[config.mk]
export PLATFORM = sky130hd
export DESIGN_NAME = clk_freq_meter_flat
export DESIGN_NICKNAME = d
export VERILOG_FILES = /design/src/rtl/clk_freq_meter_if.sv /design/src/rtl/clk_freq_meter.sv /design/src/flat_wrapper.sv
export SDC_FILE = /design/constraint.sdc
export NUM_CORES = 1
export LEC_CHECK = 0
export CAP_MARGIN = 15
export CORE_ASPECT_RATIO = 0.6
export CORE_UTILIZATION = 30
export CTS_CLUSTER_SIZE = 16
export DETAILED_ROUTE_END_ITERATION = 8
export DONT_BUFFER_PORTS = 1
export PLACE_DENSITY = 0.44
export SLEW_MARGIN = 30
export SYNTH_ARGS = -nofsm -noshare
export SYNTH_HDL_FRONTEND = slang
export SYNTH_SLANG_ARGS = --single-unit
[constraint.sdc]
create_clock -name clk -period 7.7 [get_ports clk]
set_input_delay 0.77 -clock clk [delete_from_list [all_inputs] [get_ports clk]]
set_output_delay 0.77 -clock clk [all_outputs]
set_load 0.05 [all_outputs]
[src/rtl/clk_freq_meter_if.sv]
// Measurement result bus of clk_freq_meter.
// master: the meter, drives the results. slave: the consumer, reads them.
//   period_count  clk cycles between the last two rising edges of the input
//   high_count    clk cycles the input was high within that period
//   meas_valid    one-cycle strobe when period_count/high_count update
//   timeout       level, set on a stalled input, cleared by the next meas_valid
interface clk_freq_meter_if #(
    parameter int unsigned CNT_WIDTH = 32
);
    logic [CNT_WIDTH-1:0] period_count;
    logic [CNT_WIDTH-1:0] high_count;
    logic                 meas_valid;
    logic                 timeout;

    modport master (
        output period_count,
        output high_count,
        output meas_valid,
        output timeout
    );

    modport slave (
        input period_count,
        input high_count,
        input meas_valid,
        input timeout
    );
endinterface

[src/rtl/clk_freq_meter.sv]
// Measures period and high time of a slow asynchronous square wave in clk cycles.
// Ports:
//   clk     system clock, all logic on its rising edge
//   rst     asynchronous active-high reset
//   sig_in  signal under measurement, asynchronous to clk
//   res     result bus (period_count, high_count, meas_valid, timeout)
module clk_freq_meter #(
    parameter int unsigned CNT_WIDTH   = 32,
    parameter int unsigned TIMEOUT     = 1000000,
    parameter int unsigned SYNC_STAGES = 2
) (
    input  logic             clk,
    input  logic             rst,
    input  logic             sig_in,
    clk_freq_meter_if.master res
);
    localparam logic [CNT_WIDTH-1:0] TMO_LIMIT = CNT_WIDTH'(TIMEOUT);
    localparam logic [CNT_WIDTH-1:0] SYNC_FILL = CNT_WIDTH'(SYNC_STAGES);
    localparam logic [CNT_WIDTH-1:0] CNT_ONE   = CNT_WIDTH'(1);

    typedef enum logic [1:0] {
        S_ARM  = 2'd0,
        S_WAIT = 2'd1,
        S_HIGH = 2'd2,
        S_LOW  = 2'd3
    } state_t;

    logic [SYNC_STAGES-1:0] sync_q;
    logic                   s;
    logic                   p_q;
    logic                   rise;
    logic                   fall;

    state_t                 state;
    state_t                 state_nxt;
    state_t                 adv_state;
    logic                   adv;
    logic                   primed;
    logic                   tmo_hit;

    logic [CNT_WIDTH-1:0]   c_q,    c_nxt;
    logic [CNT_WIDTH-1:0]   hc_q,   hc_nxt;
    logic [CNT_WIDTH-1:0]   pc_q,   pc_nxt;
    logic [CNT_WIDTH-1:0]   hcnt_q, hcnt_nxt;
    logic                   mv_q,   mv_nxt;
    logic                   to_q,   to_nxt;

    // Input synchronizer and edge-history flop.
    always_ff @(posedge clk or posedge rst) begin
        if (rst) begin
            sync_q <= '0;
            p_q    <= 1'b0;
        end else begin
            sync_q <= {sync_q[SYNC_STAGES-2:0], sig_in};
            p_q    <= s;
        end
    end

    assign s    = sync_q[SYNC_STAGES-1];
    assign rise = s & ~p_q;
    assign fall = ~s & p_q;

    // The cleared synchronizer shows a false low until it has refilled after reset,
    // so arming waits until c has covered the chain depth.
    assign primed  = (c_q >= SYNC_FILL);
    assign tmo_hit = (c_q >= TMO_LIMIT);

    // State and datapath registers.
    always_ff @(posedge clk or posedge rst) begin
        if (rst) begin
            state  <= S_ARM;
            c_q    <= '0;
            hc_q   <= '0;
            pc_q   <= '0;
            hcnt_q <= '0;
            mv_q   <= 1'b0;
            to_q   <= 1'b0;
        end else begin
            state  <= state_nxt;
            c_q    <= c_nxt;
            hc_q   <= hc_nxt;
            pc_q   <= pc_nxt;
            hcnt_q <= hcnt_nxt;
            mv_q   <= mv_nxt;
            to_q   <= to_nxt;
        end
    end

    // Next state: a qualifying edge beats the timeout.
    always_comb begin
        adv       = 1'b0;
        adv_state = state;
        state_nxt = state;
        case (state)
            S_ARM:   begin adv = ~s & primed; adv_state = S_WAIT; end
            S_WAIT:  begin adv = rise;        adv_state = S_HIGH; end
            S_HIGH:  begin adv = fall;        adv_state = S_LOW;  end
            S_LOW:   begin adv = rise;        adv_state = S_HIGH; end
            default: begin adv = 1'b0;        adv_state = S_ARM;  end
        endcase
        if (adv) begin
            state_nxt = adv_state;
        end else if (tmo_hit) begin
            state_nxt = S_ARM;
        end
    end

    // Counter, latches and result outputs.
    always_comb begin
        c_nxt    = c_q + CNT_ONE;
        hc_nxt   = hc_q;
        pc_nxt   = pc_q;
        hcnt_nxt = hcnt_q;
        mv_nxt   = 1'b0;
        to_nxt   = to_q;
        if (adv) begin
            case (state)
                S_WAIT: c_nxt = CNT_ONE;
                S_HIGH: hc_nxt = c_q;
                S_LOW: begin
                    pc_nxt   = c_q;
                    hcnt_nxt = hc_q;
                    mv_nxt   = 1'b1;
                    to_nxt   = 1'b0;
                    c_nxt    = CNT_ONE;
                end
                default: ;
            endcase
        end else if (tmo_hit) begin
            to_nxt = 1'b1;
            c_nxt  = '0;
        end
    end

    assign res.period_count = pc_q;
    assign res.high_count   = hcnt_q;
    assign res.meas_valid   = mv_q;
    assign res.timeout      = to_q;
endmodule

[src/flat_wrapper.sv]
// flat-port wrapper written by rule: the top's interface ports become plain ports
module clk_freq_meter_flat 
#(
    parameter int unsigned CNT_WIDTH   = 32,
    parameter int unsigned TIMEOUT     = 1000000,
    parameter int unsigned SYNC_STAGES = 2
)
  (clk, rst, sig_in, res_period_count, res_high_count, res_meas_valid, res_timeout);
  clk_freq_meter_if #(.CNT_WIDTH(CNT_WIDTH)) res_i ();
  input  logic clk;
  input  logic rst;
  input  logic sig_in;
  output wire logic [$bits(res_i.period_count)-1:0] res_period_count;
  output wire logic [$bits(res_i.high_count)-1:0] res_high_count;
  output wire logic [$bits(res_i.meas_valid)-1:0] res_meas_valid;
  output wire logic [$bits(res_i.timeout)-1:0] res_timeout;
  assign res_period_count = res_i.period_count;
  assign res_high_count = res_i.high_count;
  assign res_meas_valid = res_i.meas_valid;
  assign res_timeout = res_i.timeout;
  clk_freq_meter #(.CNT_WIDTH(CNT_WIDTH), .TIMEOUT(TIMEOUT), .SYNC_STAGES(SYNC_STAGES)) u_core (.clk(clk), .rst(rst), .sig_in(sig_in), .res(res_i));
endmodule
# Yosys cells after proc, flatten, opt, wreduce, memory -nomap -nowiden
# Index checks and enable logic that the tools add are counted.
[classes]
add_sub_neg = 1
multipliers = 0
div = 0
n_lt_le_gt_ge = 2
eq_ne = 4
shift = 0
n_mux = 12
n_bitwise = 5
reduce_logical = 6
[op_table]
columns = ["cell", "n"]
rows = [
  ["$mux W32", 3],
  ["$add A32 B1 Y32 const B", 1],
  ["$ge A32 B2 Y1 const B", 1],
  ["$ge A32 B20 Y1 const B", 1],
  ["$pmux W2 S3", 1],
  ["$reduce_and A2 Y1", 3],
  ["$mux W1", 5],
  ["$eq A2 B2 Y1 const B", 2],
  ["$mux W2", 2],
  ["$and A1 B1 Y1", 3],
  ["$pmux W1 S3", 1],
  ["$eq A2 B1 Y1 const B", 1],
  ["$logic_not A2 Y1", 1],
  ["$ne A2 B2 Y1 const B", 1],
  ["$not A1 Y1", 2],
  ["$reduce_bool A2 Y1", 1],
  ["$reduce_or A2 Y1", 1],
]
[totals]
reg_bits = 135
latch_bits = 0
ram_bits = 0
rom_bits = 0
inputBits = 3
output_inout_bits = 66
word_cells = 39
mem_count = 0

# Depth between registers and ports, before layout
[depth]
word_depth = 5
mapped_depth = 7
depth_no_buf = 5

# Least setup slack after synthesis
# No wires, ideal clock.
[synth_path]
path_type = "flip-flop to flip-flop"
from = "register u_core.c_q[13]"
to = "register u_core.c_q[18]"
setup_time_ns = 0.136
arrival_ns = 1.817
required_time_ns = 7.564
setup_slack_ns = 5.747
path_stages_with_launch = 6
path_buffers = 1
period_less_slack_ns = 1.953
path_cell_list = "dfrtp_1 > or4_4 > or2_4 > o31ai_4 > buf_6 > a22oi_1"
[synth_between]
elab_chain_cells = 4
word_cells_on_any_way = 8
cone_classes = "1 x add/sub; 2 x order compare; 4 x mux; 1 x bitwise"
[synth_lines]
columns = ["element", "line", "source"]
rows = [
  ["start, declared", "clk_freq_meter.sv:41", "logic [CNT_WIDTH-1:0] c_q, c_nxt;"],
  ["start signal, assigned", "clk_freq_meter.sv:80", "c_q <= c_nxt;"],
  ["$ge A32 B2 Y1", "clk_freq_meter.sv:65", "assign primed = (c_q >= SYNC_FILL);"],
  ["$and A1 B1 Y1", "clk_freq_meter.sv:95", "S_ARM: begin adv = ~s & primed; adv_state = S_WAIT; end"],
  ["$pmux W1 S3", "clk_freq_meter.sv:94", "case (state)"],
  ["$mux W32 *", "clk_freq_meter.sv:116", "if (adv) begin"],
  ["via u_core.c_nxt[18]", "clk_freq_meter.sv:41", ""],
]
# The timed path passes the listed nets; every way through them passes the cells marked *.
# A chain may end at the register's enable or synchronous reset.

# Worst setup path after layout
[layout_path]
from = "register u_core.c_q[12]"
to = "register u_core.c_q[13]"
# The elaborated chain is that of the path after synthesis.

==> reports/qor.txt <==
Vias per cell -> 5.03
Initial core utilization -> 31.2%
DRC -> 0
WL per Instance -> 19.3 um
Peak fanout along the critical path -> 20
Routability Congestion -> 0.724
# rows -> 38
Switching share of power -> 28.6%
Register area share after synthesis -> 58.8%
Post-Syn Instances -> 424
DR pass1 iterations -> 4
Post-synthesis register bit count -> 135
CTS Sinks -> 135
Die Height -> 109 um
Global route total overflow -> 0
Buffers on Ports -> 0
Post-route cell area -> 6540 um^2
Cts bufs inserted -> 17
NumNets Final -> 420
Critical path's slowest cell -> or4_4
IO Pins -> 69
First-pass GRT wire length -> 20,900 um
Number of buffers inserted by post-CTS setup repair -> 0
Fmax -> 383 MHz
Setup total negative slack -> 0 ps
Clock Latency Late Sink -> 420 ps
CTS H-tree depth -> 4
Hpwl dp -> 8060 um
Worst Tran Pin Value -> 769 ps
Hold WC Path Type -> in2async
Initial antenna violation count -> 0
Post-CTS resize count -> 0
Finish-stage setup viols -> 0
Kind of critical path -> reg2reg
Core Footprint -> 18,400 um^2
Clock Pin Slew Worst Setup and Hold Paths -> 60 ps
Sequential share of power -> 46.8%
Worst Setup End Kind -> flip-flop
Comb pwr share -> 7.9%
Post-synth EDFFs -> 0
Number of global-route vias before repair -> 3,599
GR Util All Layers -> 14.1%
Diodes inserted -> 0
Internal power -> 1.39 mW
Post-synthesis cell area -> 5750 um^2
Post-route minimum period -> 2610 ps
Post-CTS Hold Buffers -> 0
WP data required -> 8030 ps
Max_cap viols -> 0
Asr flop ratio synth -> 100%
YS warnings -> 0
Worst Path Arrival -> 2940 ps
CTS root buffer -> clkbuf_16
Die ar. -> 19,700 um^2
1st-iter DRT viols -> 163
Peak VDD IR -> 0.162 mV
RSZ-0062 raised after global routing -> false
Max Slew Vio Count -> 0
Final antenna-violating net count -> 0
Pwr Density -> 297 nW/um^2
Vias -> 3,360
Switching power -> 0.557 mW
Largest net degree at the start of global routing -> 83
Max stage delay on crit path -> 550 ps
Slew margin rel. -> 48.7%
Syn Nets -> 429
Area grow syn2layout -> 13.7%
Period Utilization, post-route -> 33.9%
Total wire length -> 12,900 um
Clock buffer depth -> 2
Startpoint Class -> flip-flop
Fin. Hold Viols -> 0
CTS tree -> yes
Placed cell areas -> 5890 um^2
Leak -> 3.08 nW
Layout cells sized above 1 -> 34.1%
CP cell instances -> or4_4, o311ai_2, nand3_1, buf_4, a22oi_1
Mean area per synthesized cell -> 13.6 um^2
DIE WIDTH -> 181 um
Outcome -> completed
Clock skew -> 10.5 ps
Clk pwr share -> 45.2%
Main flop type after synthesis -> dfrtp_1
Synth cell types -> 43
[synth_stat cells (5+ instances only)]
cell type	count	area share (%)
buf_2	12	1.0
dfrtp_1	135	59
nand3_1	11	0.96
nor4_1	6	0.65
nand4_1	11	1.2
a22oi_1	21	2.7
a21oi_1	14	1.2
inv_1	9	0.59
or3_1	5	0.54
nand2_1	10	0.65
clkbuf_1	11	0.72
o31ai_1	14	1.8
and4_1	5	0.76
o21ai_0	6	0.52
mux2_2	95	19
xor2_1	8	1.2
or4_1	9	1.2
[final timing paths]
| check | startpoint | end | slack, ps | depth (start not counted) |
|---|---|---|---|---|
| setup / recovery | u_core.c_q[12] | u_core.c_q[13] | 5090 | 5 |
| hold / removal | rst | u_core.res.high_count[31] | 260 | 1 |
| setup reg to reg | u_core.c_q[12] | u_core.c_q[13] | 5090 | 5 |
| hold reg to reg | u_core.sync_q[0] | u_core.sync_q[1] | 360 | 0 |
| max in group asynchronous | rst | u_core.res.high_count[14] | 6300 | 2 |
| min in group clk | u_core.sync_q[0] | u_core.sync_q[1] | 360 | 0 |
[kinds of logic after synthesis]
kind of cell	Yosys count	synth area share, %
flip-flops	135	58.8
multiplexers	96	18.8
AND/OR/NAND/NOR	76	8.38
AO/OA/AOI/OAI	62	7.66
buffers and inverters	42	4.27
XOR/XNOR	11	1.68
adder cells (fa/ha/maj)	2	0.435
[sequential cells by signal, indices dropped and copies added (netlist names)]
name and cells:
u_core.c_q 32, u_core.hc_q 32, u_core.p_q 1, u_core.res.high_count 32, u_core.res.meas_valid 1, u_core.res.period_count 32
u_core.res.timeout 1, u_core.state 2, u_core.sync_q 2
[area by class of cell]
cell class                 instances  area [um^2]
timing repair buffer               5         41.3
sequential                       135         3380
clock inverter                    14          199
multi-input combinational        247         2140
inverter                           9         38.8
tap                              240          300
fill                            1782        11900
clock buffer                      18          439
[per-layer routing]
metal	wire length [um]	up-vias	GRT usage, %
met2	5250	84	19.7
met3	1060	11	6.18
li1	-	1542	-
met4	109	0	4.58
met1	6440	1723	19.3
met5	0	-	0
[power by group through the flow]
| stage | clock (mW) | sequential (mW) | combinational, mW |
|---|---|---|---|
| 6_report | 0.879 | 0.911 | 0.154 |
| 5_1_grt | 0.942 | 0.921 | 0.174 |
| 3_5_place_dp | 0 | 0.927 | 0.157 |
| 2_1_floorplan | 0 | 0.900 | 0.140 |
| 4_1_cts | 0.905 | 0.913 | 0.158 |
| 3_3_place_gp | 0 | 0.926 | 0.157 |
[cell usage in the layout (no fill, tap or decap), types with 2 or more instances in the layout]
master,Yosys,final
and2_1,3,3
bufinv_16,0,4
mux2_2,95,95
clkinv_4,0,3
xnor2_1,3,3
nand4_1,11,11
or4_1,9,9
o31ai_1,14,14
or4_2,4,4
ha_1,2,2
dfrtp_1,135,135
a22oi_1,21,21
o21ai_0,6,6
and3_1,3,3
and4_1,5,5
a21oi_1,14,14
xor2_1,8,8
clkbuf_16,0,17
nand3_1,11,11
nor4_1,6,6
clkinvlp_4,0,4
nand2_1,10,9
buf_4,1,4
and3_2,2,2
or3_1,5,5
inv_1,9,8
inv_6,0,3
[worst max-delay path: cells and delay by family (launching register included)]
family / cells / cell delay (ps)
AO/OA/AOI/OAI: 2 / 600
flip-flops: 1 / 460
buffers and inverters: 1 / 400
AND/OR/NAND/NOR: 2 / 1050
[stage by stage]
step                power [mW]  hold WS (ps)  setup WS, ps  utilization (%)  std cells
finish                    1.94           259          5090             35.5        668
global route              2.04           293          4940             35.5        668
CTS                       1.98           269          5100             35.5        668
detailed placement        1.08           349          5120             32.0        636
global placement          1.08           340          5150             32.0        636
floorplan                 1.04           331          3320                -        424
(Power assumes the default switching activity.)
